===== config.mk =====
export PLATFORM = sky130hd
export DESIGN_NAME = ex_mul4_unit_flat
export DESIGN_NICKNAME = d
export VERILOG_FILES = /design/src/rtl/ex_mul4_unit_if.sv /design/src/rtl/ex_mul4_unit.sv /design/src/flat_wrapper.sv
export SDC_FILE = /design/constraint.sdc
export NUM_CORES = 1
export LEC_CHECK = 0
export ABC_CLOCK_PERIOD_IN_PS = 13400
export BUFFER_PORTS_ARGS = -buffer_cell sky130_fd_sc_hd__buf_2
export CORE_ASPECT_RATIO = 2
export CORE_MARGIN = 3
export CORE_UTILIZATION = 30
export CTS_BUF_LIST = sky130_fd_sc_hd__clkbuf_8 sky130_fd_sc_hd__clkbuf_16
export CTS_CLUSTER_DIAMETER = 120
export DETAILED_ROUTE_END_ITERATION = 7
export GPL_TIMING_DRIVEN = 0
export PLACE_DENSITY = 0.49
export SLEW_MARGIN = 10
export SYNTH_ARGS = -nofsm -noshare
export SYNTH_HDL_FRONTEND = slang
export SYNTH_SLANG_ARGS = --single-unit

===== constraint.sdc =====
create_clock -name clk -period 13.4 [get_ports clk]
set_clock_uncertainty 0.15 [all_clocks]
set_input_delay 2.68 -clock clk [delete_from_list [all_inputs] [get_ports clk]]
set_output_delay 2.68 -clock clk [all_outputs]
set_load 0.01 [all_outputs]

===== src/rtl/ex_mul4_unit_if.sv =====
`default_nettype none
// ============================================================================
// Module   : ex_mul4_unit_if
// Brief    : Bus bundle between the EX stage and the iterative MUL unit.
//            Carries the launch/flush controls, the operands, and the
//            result/done/busy/stall outputs.
// Revision : 1.0 - initial release
// ============================================================================
interface ex_mul4_unit_if #(
  parameter int DATA_W = 32
);
  logic              start_i;
  logic              flush_i;
  logic [DATA_W-1:0] op_a_i;
  logic [DATA_W-1:0] op_b_i;
  logic [DATA_W-1:0] result_o;
  logic              done_o;
  logic              busy_o;
  logic              stall_o;

  // EX stage side: drives the request, observes the result
  modport master (
    output start_i, flush_i, op_a_i, op_b_i,
    input  result_o, done_o, busy_o, stall_o
  );

  // Multiplier side
  modport slave (
    input  start_i, flush_i, op_a_i, op_b_i,
    output result_o, done_o, busy_o, stall_o
  );
endinterface
`default_nettype wire


===== src/rtl/ex_mul4_unit.sv =====
`default_nettype none
// ============================================================================
// Module   : ex_mul4_unit
// Brief    : Iterative 4-step 32-bit multiplier (low word of the product).
//            Consumes 8 bits of the multiplier per cycle.
//            Stalls the pipeline from launch until the cycle before done.
// Revision : 1.0 - initial release
// ============================================================================
module ex_mul4_unit #(
  parameter int DATA_W = 32
) (
  input  wire logic     clk,
  input  wire logic     arst_n,
  ex_mul4_unit_if.slave bus
);

  localparam int STEP_W = 8;

  typedef enum logic [1:0] {
    ST_IDLE = 2'd0,
    ST_CALC = 2'd1,
    ST_DONE = 2'd2
  } state_t;

  state_t            state_q, state_d;
  logic [DATA_W-1:0] a_q, a_d;
  logic [DATA_W-1:0] b_q, b_d;
  logic [DATA_W-1:0] acc_q, acc_d;
  logic [DATA_W-1:0] result_q, result_d;
  logic [1:0]        cnt_q, cnt_d;

  logic [4:0]        shamt;
  logic [STEP_W-1:0] b_chunk;
  logic [DATA_W-1:0] partial;
  logic [DATA_W-1:0] acc_sum;
  logic              done_c;
  logic              stall_c;

  // Partial product for the current byte of B, aligned to its byte position
  always_comb begin
    shamt   = {cnt_q, 3'b000};
    b_chunk = b_q[shamt +: STEP_W];
    partial = (a_q * {{(DATA_W-STEP_W){1'b0}}, b_chunk}) << shamt;
    acc_sum = acc_q + partial;
  end

  // Next-state, datapath updates and handshake outputs; flush overrides all
  always_comb begin
    state_d  = state_q;
    a_d      = a_q;
    b_d      = b_q;
    acc_d    = acc_q;
    result_d = result_q;
    cnt_d    = cnt_q;
    done_c   = 1'b0;
    stall_c  = 1'b0;

    case (state_q)
      ST_IDLE: begin
        if (bus.start_i) begin
          a_d     = bus.op_a_i;
          b_d     = bus.op_b_i;
          acc_d   = '0;
          cnt_d   = 2'd0;
          state_d = ST_CALC;
          stall_c = 1'b1;
        end
      end
      ST_CALC: begin
        stall_c = 1'b1;
        acc_d   = acc_sum;
        cnt_d   = cnt_q + 2'd1;
        if (cnt_q == 2'd3) begin
          result_d = acc_sum;
          state_d  = ST_DONE;
        end
      end
      ST_DONE: begin
        // The stalled instruction leaves EX on this edge; start_i is stale
        done_c  = 1'b1;
        state_d = ST_IDLE;
      end
      default: begin
        state_d = ST_IDLE;
      end
    endcase

    // A killed instruction must neither complete nor hold the pipeline
    if (bus.flush_i) begin
      state_d  = ST_IDLE;
      a_d      = a_q;
      b_d      = b_q;
      acc_d    = acc_q;
      result_d = result_q;
      cnt_d    = cnt_q;
      done_c   = 1'b0;
      stall_c  = 1'b0;
    end
  end

  // State and datapath registers with synchronous active-low reset
  always_ff @(posedge clk) begin
    if (!arst_n) begin
      state_q  <= ST_IDLE;
      a_q      <= '0;
      b_q      <= '0;
      acc_q    <= '0;
      result_q <= '0;
      cnt_q    <= 2'd0;
    end else begin
      state_q  <= state_d;
      a_q      <= a_d;
      b_q      <= b_d;
      acc_q    <= acc_d;
      result_q <= result_d;
      cnt_q    <= cnt_d;
    end
  end

  assign bus.result_o = result_q;
  assign bus.done_o   = done_c;
  assign bus.stall_o  = stall_c;
  assign bus.busy_o   = (state_q != ST_IDLE);

endmodule
`default_nettype wire


===== src/flat_wrapper.sv =====
// flat-port wrapper written by rule: the top's interface ports become plain ports
module ex_mul4_unit_flat 
#(
  parameter int DATA_W = 32
)
  (clk, arst_n, bus_start_i, bus_flush_i, bus_op_a_i, bus_op_b_i, bus_result_o, bus_done_o, bus_busy_o, bus_stall_o);
  ex_mul4_unit_if #(.DATA_W(DATA_W)) bus_i ();
  input  wire logic clk;
  input  wire logic arst_n;
  input wire logic [$bits(bus_i.start_i)-1:0] bus_start_i;
  input wire logic [$bits(bus_i.flush_i)-1:0] bus_flush_i;
  input wire logic [$bits(bus_i.op_a_i)-1:0] bus_op_a_i;
  input wire logic [$bits(bus_i.op_b_i)-1:0] bus_op_b_i;
  output wire logic [$bits(bus_i.result_o)-1:0] bus_result_o;
  output wire logic [$bits(bus_i.done_o)-1:0] bus_done_o;
  output wire logic [$bits(bus_i.busy_o)-1:0] bus_busy_o;
  output wire logic [$bits(bus_i.stall_o)-1:0] bus_stall_o;
  assign bus_i.start_i = bus_start_i;
  assign bus_i.flush_i = bus_flush_i;
  assign bus_i.op_a_i = bus_op_a_i;
  assign bus_i.op_b_i = bus_op_b_i;
  assign bus_result_o = bus_i.result_o;
  assign bus_done_o = bus_i.done_o;
  assign bus_busy_o = bus_i.busy_o;
  assign bus_stall_o = bus_i.stall_o;
  ex_mul4_unit #(.DATA_W(DATA_W)) u_core (.clk(clk), .arst_n(arst_n), .bus(bus_i));
endmodule

# Word-level counts from Yosys, hierarchy flattened
# Cells that the tools add are included.
# W data, S select, Z words.
dict set report word_totals {
  register_bits 132
  output_inout_bits 35
}
dict set report classes {
  eq_ne 5
  addsub 2
  n_reduce_logical 8
  bitwise 2
  shift 2
  multipliers 1
  n_mux 12
}
# cell count
set ops {}
lappend ops {{$pmux W32 S2} 1}
lappend ops {{$add A32 B32 Y32} 1}
lappend ops {{$mul A32 B8 Y32} 1}
lappend ops {{$mux W32} 1}
lappend ops {{$shiftx A32 B6 Y8} 1}
lappend ops {{$shl A32 B5 Y32} 1}
lappend ops {{$reduce_and A3 Y1} 3}
lappend ops {{$pmux W2 S2} 2}
lappend ops {{$mux W2} 3}
lappend ops {{$eq A2 B2 Y1 const B} 2}
lappend ops {{$mux W1} 4}
lappend ops {{$reduce_bool A2 Y1} 2}
lappend ops {{$add A2 B1 Y2 const B} 1}
lappend ops {{$eq A2 B1 Y1 const B} 1}
lappend ops {{$logic_not A2 Y1} 1}
lappend ops {{$ne A2 B1 Y1 const B} 1}
lappend ops {{$ne A2 B2 Y1 const B} 1}
lappend ops {{$not A1 Y1} 2}
lappend ops {{$pmux W1 S2} 1}
lappend ops {{$reduce_and A2 Y1} 1}
lappend ops {{$reduce_or A2 Y1} 1}

# Longest topological paths before layout
dict set report logic_depth {
  word_depth 5
  depth_mapped 40
}

# Worst setup path after synthesis
# No wires, ideal clock.
dict set report synth_path {
  path_type {flip-flop to flip-flop}
  from {register u_core.cnt_q[0]}
  to {register u_core.acc_q[30]}
  path_buffers 3
  setup_slack_ns 5.234
  setup_time_ns 0.128
  t_required_ns 13.122
  path_stages_with_launch 37
  arrival_time_ns 7.889
  cell_sequence {dfxtp_1 buf_4 mux2_2 a21oi_1 clkbuf_1 clkbuf_1 nand2b_1 fa_1 fa_1 inv_1 fa_1 inv_1 fa_1 inv_1 ha_1 o21a_1 a21oi_1 a2111oi_4 a31oi_1 o21bai_1 a21oi_1 o21ai_0 xnor2_1 nor2_1 a21oi_1 o22ai_1 ha_1 a21o_1 a21o_1 a211oi_1 o31ai_1 o31ai_1 o21ai_1 a31o_2 xor2_1 a22oi_1 nor2_1}
}
dict set report synth_between {
  elab_chain_cells 5
}
# item line
set synth_rtl {}
lappend synth_rtl {{start: declaration} ex_mul4_unit.sv:30} ;# logic [1:0] cnt_q, cnt_d;
lappend synth_rtl {{start signal: assignment} ex_mul4_unit.sv:116} ;# cnt_q <= cnt_d;
lappend synth_rtl {{$shiftx A32 B6 Y8} ex_mul4_unit.sv:42} ;# b_chunk = b_q[shamt +: STEP_W];
lappend synth_rtl {{$mul A32 B8 Y32} ex_mul4_unit.sv:43} ;# partial = (a_q * {{(DATA_W-STEP_W){1'b0}}, b_chunk}) << shamt;
lappend synth_rtl {{$shl A32 B5 Y32 (*)} ex_mul4_unit.sv:43}
lappend synth_rtl {{$add A32 B32 Y32 (*)} ex_mul4_unit.sv:44} ;# acc_sum = acc_q + partial;
lappend synth_rtl {{$pmux W32 S2 (*)} ex_mul4_unit.sv:58} ;# case (state_q)
lappend synth_rtl {{end signal: assignment} ex_mul4_unit.sv:107} ;# acc_q <= '0;
lappend synth_rtl {{end signal: assignment} ex_mul4_unit.sv:114} ;# acc_q <= acc_d;
lappend synth_rtl {{end: declaration} ex_mul4_unit.sv:28} ;# logic [DATA_W-1:0] acc_q, acc_d;
# Every way passes the cells marked *; elsewhere a longest branch is shown, timed or not.
# A chain may end at the register's enable or synchronous reset.

# Worst setup path in the final report
dict set report layout_path {
  from {register u_core.cnt_q[0]}
  to {register u_core.result_q[30], in the netlist u_core.bus.result_o[30]}
}
dict set report layout_between {
  elab_chain_cells 4
  word_cells_on_any_way 6
}
# item line
set layout_rtl {}
lappend layout_rtl {{$shiftx A32 B6 Y8} ex_mul4_unit.sv:42}
lappend layout_rtl {{$mul A32 B8 Y32} ex_mul4_unit.sv:43}
lappend layout_rtl {{$shl A32 B5 Y32} ex_mul4_unit.sv:43}
lappend layout_rtl {{$add A32 B32 Y32} ex_mul4_unit.sv:44}
lappend layout_rtl {{end signal: assignment} ex_mul4_unit.sv:115} ;# result_q <= result_d;
lappend layout_rtl {{end: declaration} ex_mul4_unit.sv:29} ;# logic [DATA_W-1:0] result_q, result_d;
# Several ways; a longest one is shown, not always the timed one.

==> impl_metrics.tcl <==
set metrics [dict create \
    r2r_end "u_core.bus.result_o[30]" \
    finalHoldViolations 0 \
    gp_congestion 0.928 \
    vias_per_cell 4.94 \
    io_buffers 102 \
    crit_path_end "u_core.bus.result_o[30]" \
    ant_nets 0 \
    netlist-cell-type-count 62 \
    synth_edf_count 0 \
    io_pins 103 \
    ff2ff_setup_slack_ns 3.09 \
    drt_iter0_drc 426 \
    clockBufferDepth 2 \
    hold_buffers 0 \
    floorplan.die.height_um 306 \
    ctsHtreeMaxLevel 4 \
    cp.arrival_ns 10.54 \
    final_max_slew_viol_count 0 \
    grt_pass1_vias 12400 \
    start_util 0.304 \
    rsz0062_at_grt "no" \
    setup_tns_ns 0 \
    hold_ws_ns 0.304 \
    finalCritPeriodShare 0.769 \
    die_area_mm2 0.0477 \
    insertion_delay_ns 0.46 \
    yosys_warnings 0 \
    num_rows 109 \
    grt_max_degree 17 \
    cpPeakStageDelay_ns 0.63 \
    antennaDiodeCount 0 \
    p_leak_nw 6.87 \
    synth_compound_gate_area_share 0.146 \
    cp_max_fo 10 \
    design_area_mm2 0.0153 \
    synthAdderAreaFrac 0.303 \
    finalSetupViolations 0 \
    startpoint_type "flip-flop" \
    p_per_area_mw_per_mm2 72.1 \
    syn_nets 1922 \
    hold_depth 2 \
    antenna_found_initial 0 \
    fill_cells 4623 \
    endpoint_kind "flip-flop" \
    ys.flop_type "dfxtp_1" \
    dieWidth_um 156 \
    cp_slowest_cell "clkbuf_1" \
    synth.area.mux_share 0.0272 \
    post_cts_buffers 0 \
    grt_usage 0.198 \
    cts-root-buf "clkbuf_16" \
    core_mm2 0.0443 \
    layout.nets 2045 \
    vias 11400 \
    syn_area_per_cell_um2 8.31 \
    cts_resized 0 \
    drv_cap 0 \
    worst_path_most_repeated_cell "a21oi_1" \
    critPathRequiredTime_ns 13.63 \
    hold_class "reg -> reg" \
    synth.top_cell.area_share 0.233 \
    grt_pass1_wl_um 71500 \
    post_drt_wl_per_cell_um 19.9 \
    tightest_slew_ns 0.989 \
    drive_gt1_frac 0.0933 \
    clock-sinks 132 \
    crit_start "u_core.cnt_q[0]" \
    globalRouteOverflowTotal 0 \
    drc 0 \
    outcome "complete, no violations" \
    timing.rr.start "u_core.cnt_q[0]" \
    synth-xor-area-share 0.0443 \
    ys_ff_latch 132 \
    max_freq_mhz 97.0 \
    dr.pass1.iters 5 \
    period_needed_ns 10.31 \
    routed_wl_um 46100 \
    cts_buffers 17 \
    placed_area_mm2 0.0147 \
    path_clk_slew_ns 0.06 \
    synthSimpleGateAreaFrac 0.216 \
    syn_area_mm2 0.0135 \
    max-vdd-ir-drop_uv 91.2 \
    slew_headroom 0.341 \
    synth_area_leaders "fa_1 (23%), dfxtp_1 (20%), nand2_1 (7.8%), ha_1 (7.0%), and2_1 (6.9%)" \
    crit_type "reg -> reg" \
    synthCells 1622 \
    yosys.area.top_type "fa_1" \
    synth_top_family_by_area "adder cells" \
    hpwl_um 38800 \
    reg2reg_depth 36 \
    seq_area_frac_synth 0.196 \
    area_growth_syn_to_layout_pct 13.7 \
    cts_tree "done" \
    synthArstFlopShare 0 \
]
-- per-stage QoR --
| stage | util | power [W] | cells | setup slack [ns] |
|---|---|---|---|---|
| final | 0.346 | 0.00110 | 2312 | 3.09 |
| after global routing | 0.346 | 0.00114 | 2312 | 2.61 |
| after CTS | 0.346 | 0.00112 | 2312 | 3.02 |
| after detailed placement | 0.332 | 0.000591 | 2281 | 3.13 |
| after global placement | 0.331 | 0.000590 | 2279 | 3.08 |
| after floorplan | - | 0.000520 | 1622 | 5.23 |
-- routing by layer --
layer / routed length [µm] / up-vias / track usage
met1: 15500 / 5617 / 0.188
met2: 27400 / 214 / 0.407
met5: 0 / - / 0
li1: - / 5495 / -
met3: 970 / 90 / 0.0208
met4: 2230 / 0 / 0.0921
-- synthesized netlist by cell type, types with 3 or more instances --
cell        n
nand2_1   279
fa_1      157
inv_1     154
and2_1    148
a21oi_1   140
dfxtp_1   132
nor2_1     94
ha_1       75
clkbuf_1   70
xnor2_1    43
nor2b_1    36
o21ai_0    36
a21o_1     25
a22oi_1    25
xor2_1     20
nand2b_1   15
mux2i_1    13
buf_1      12
a211oi_1   11
a21boi_0   11
nand3_1    11
o21a_1     11
mux4_2      9
o21bai_1    8
a31oi_1     7
nand4_1     7
o31ai_1     7
nor3_1      5
a211o_1     4
and3_1      4
buf_2       3
mux2_2      3
nor4_1      3
o21ai_1     3
o22ai_1     3
o311a_1     3
or2_2       3
-- worst max-delay path: cells and delay by family (launching register included) --
kind,cells,cell delay [ns]
buffers and inverters,6,1.69
multiplexers,1,0.36
XOR/XNOR,2,0.53
AND/OR/NAND/NOR,3,0.41
flip-flops,1,0.55
AO/OA/AOI/OAI,18,3.83
adder cells (fa/ha/maj),6,2.72
-- layout make-up --
| type | instances | area [µm²] | area share |
|---|---|---|---|
| Buffer | 86 | 330 | 0.0216 |
| Clock buffer | 17 | 425 | 0.0278 |
| Clock inverter | 14 | 200 | 0.0131 |
| Inverter | 154 | 578 | 0.0377 |
| Multi-Input combinational cell | 1250 | 9930 | 0.648 |
| Sequential cell | 132 | 2640 | 0.172 |
| Tap cell | 555 | 694 | 0.0453 |
| Timing Repair Buffer | 104 | 523 | 0.0341 |
-- cell usage in the layout (no fill, tap or decap), drive strengths merged, types with 4 or more instances in the layout --
cell,netlist,final
a22oi,25,25
clkbuf,70,87
a211o,4,4
nor3,5,5
xnor2,43,43
dfxtp,132,132
a31oi,7,7
nor2b,36,36
nand4,7,7
o31ai,7,7
a21o,25,25
o21ai,40,40
and2,149,149
nand2b,15,15
mux4,9,9
ha,75,75
or2,4,4
bufinv,0,4
a21boi,11,11
xor2,20,20
a211oi,11,11
fa,157,157
nand2,279,279
o21bai,8,8
o21a,11,11
a21oi,140,140
inv,154,159
mux2i,13,13
nor2,94,94
nand3,11,11
buf,16,120
o22ai,4,4
and3,4,4
-- logic make-up (layout without fill, tap and decap cells) --
logic type      Yosys count  after routing
compound gates          312            312
xor+xnor                 65             65
fa+ha+maj               232            232
buf+inv                 240            375
flops                   132            132
mux                      25             25
simple gates            616            616
-- how the worst min path moves through the flow --
stage                                       start                       to  slack (ns)
after floorplan                    u_core.b_q[11]           u_core.b_q[11]        0.28
after global placement             u_core.b_q[11]           u_core.b_q[11]        0.29
after detailed placement           u_core.b_q[17]           u_core.b_q[17]        0.30
after CTS                          u_core.b_q[17]           u_core.b_q[17]        0.30
after global routing                u_core.b_q[5]            u_core.b_q[5]        0.32
final                     u_core.bus.result_o[25]  u_core.bus.result_o[25]        0.30
-- power breakdown --
part / total (W) / switching [W] / internal (W)
clock network: 0.000522 / 0.000209 / 0.000313
logic: 0.000168 / 0.000112 / 0.0000567
registers: 0.000414 / 0.0000121 / 0.000402
-- flip-flops by register name (all words and copies together) (netlist names) --
signal / flops
u_core.state_q: 2
u_core.a_q: 32
u_core.b_q: 32
u_core.cnt_q: 2
u_core.bus.result_o: 32
u_core.acc_q: 32
Power figures use the tool's default switching activity.
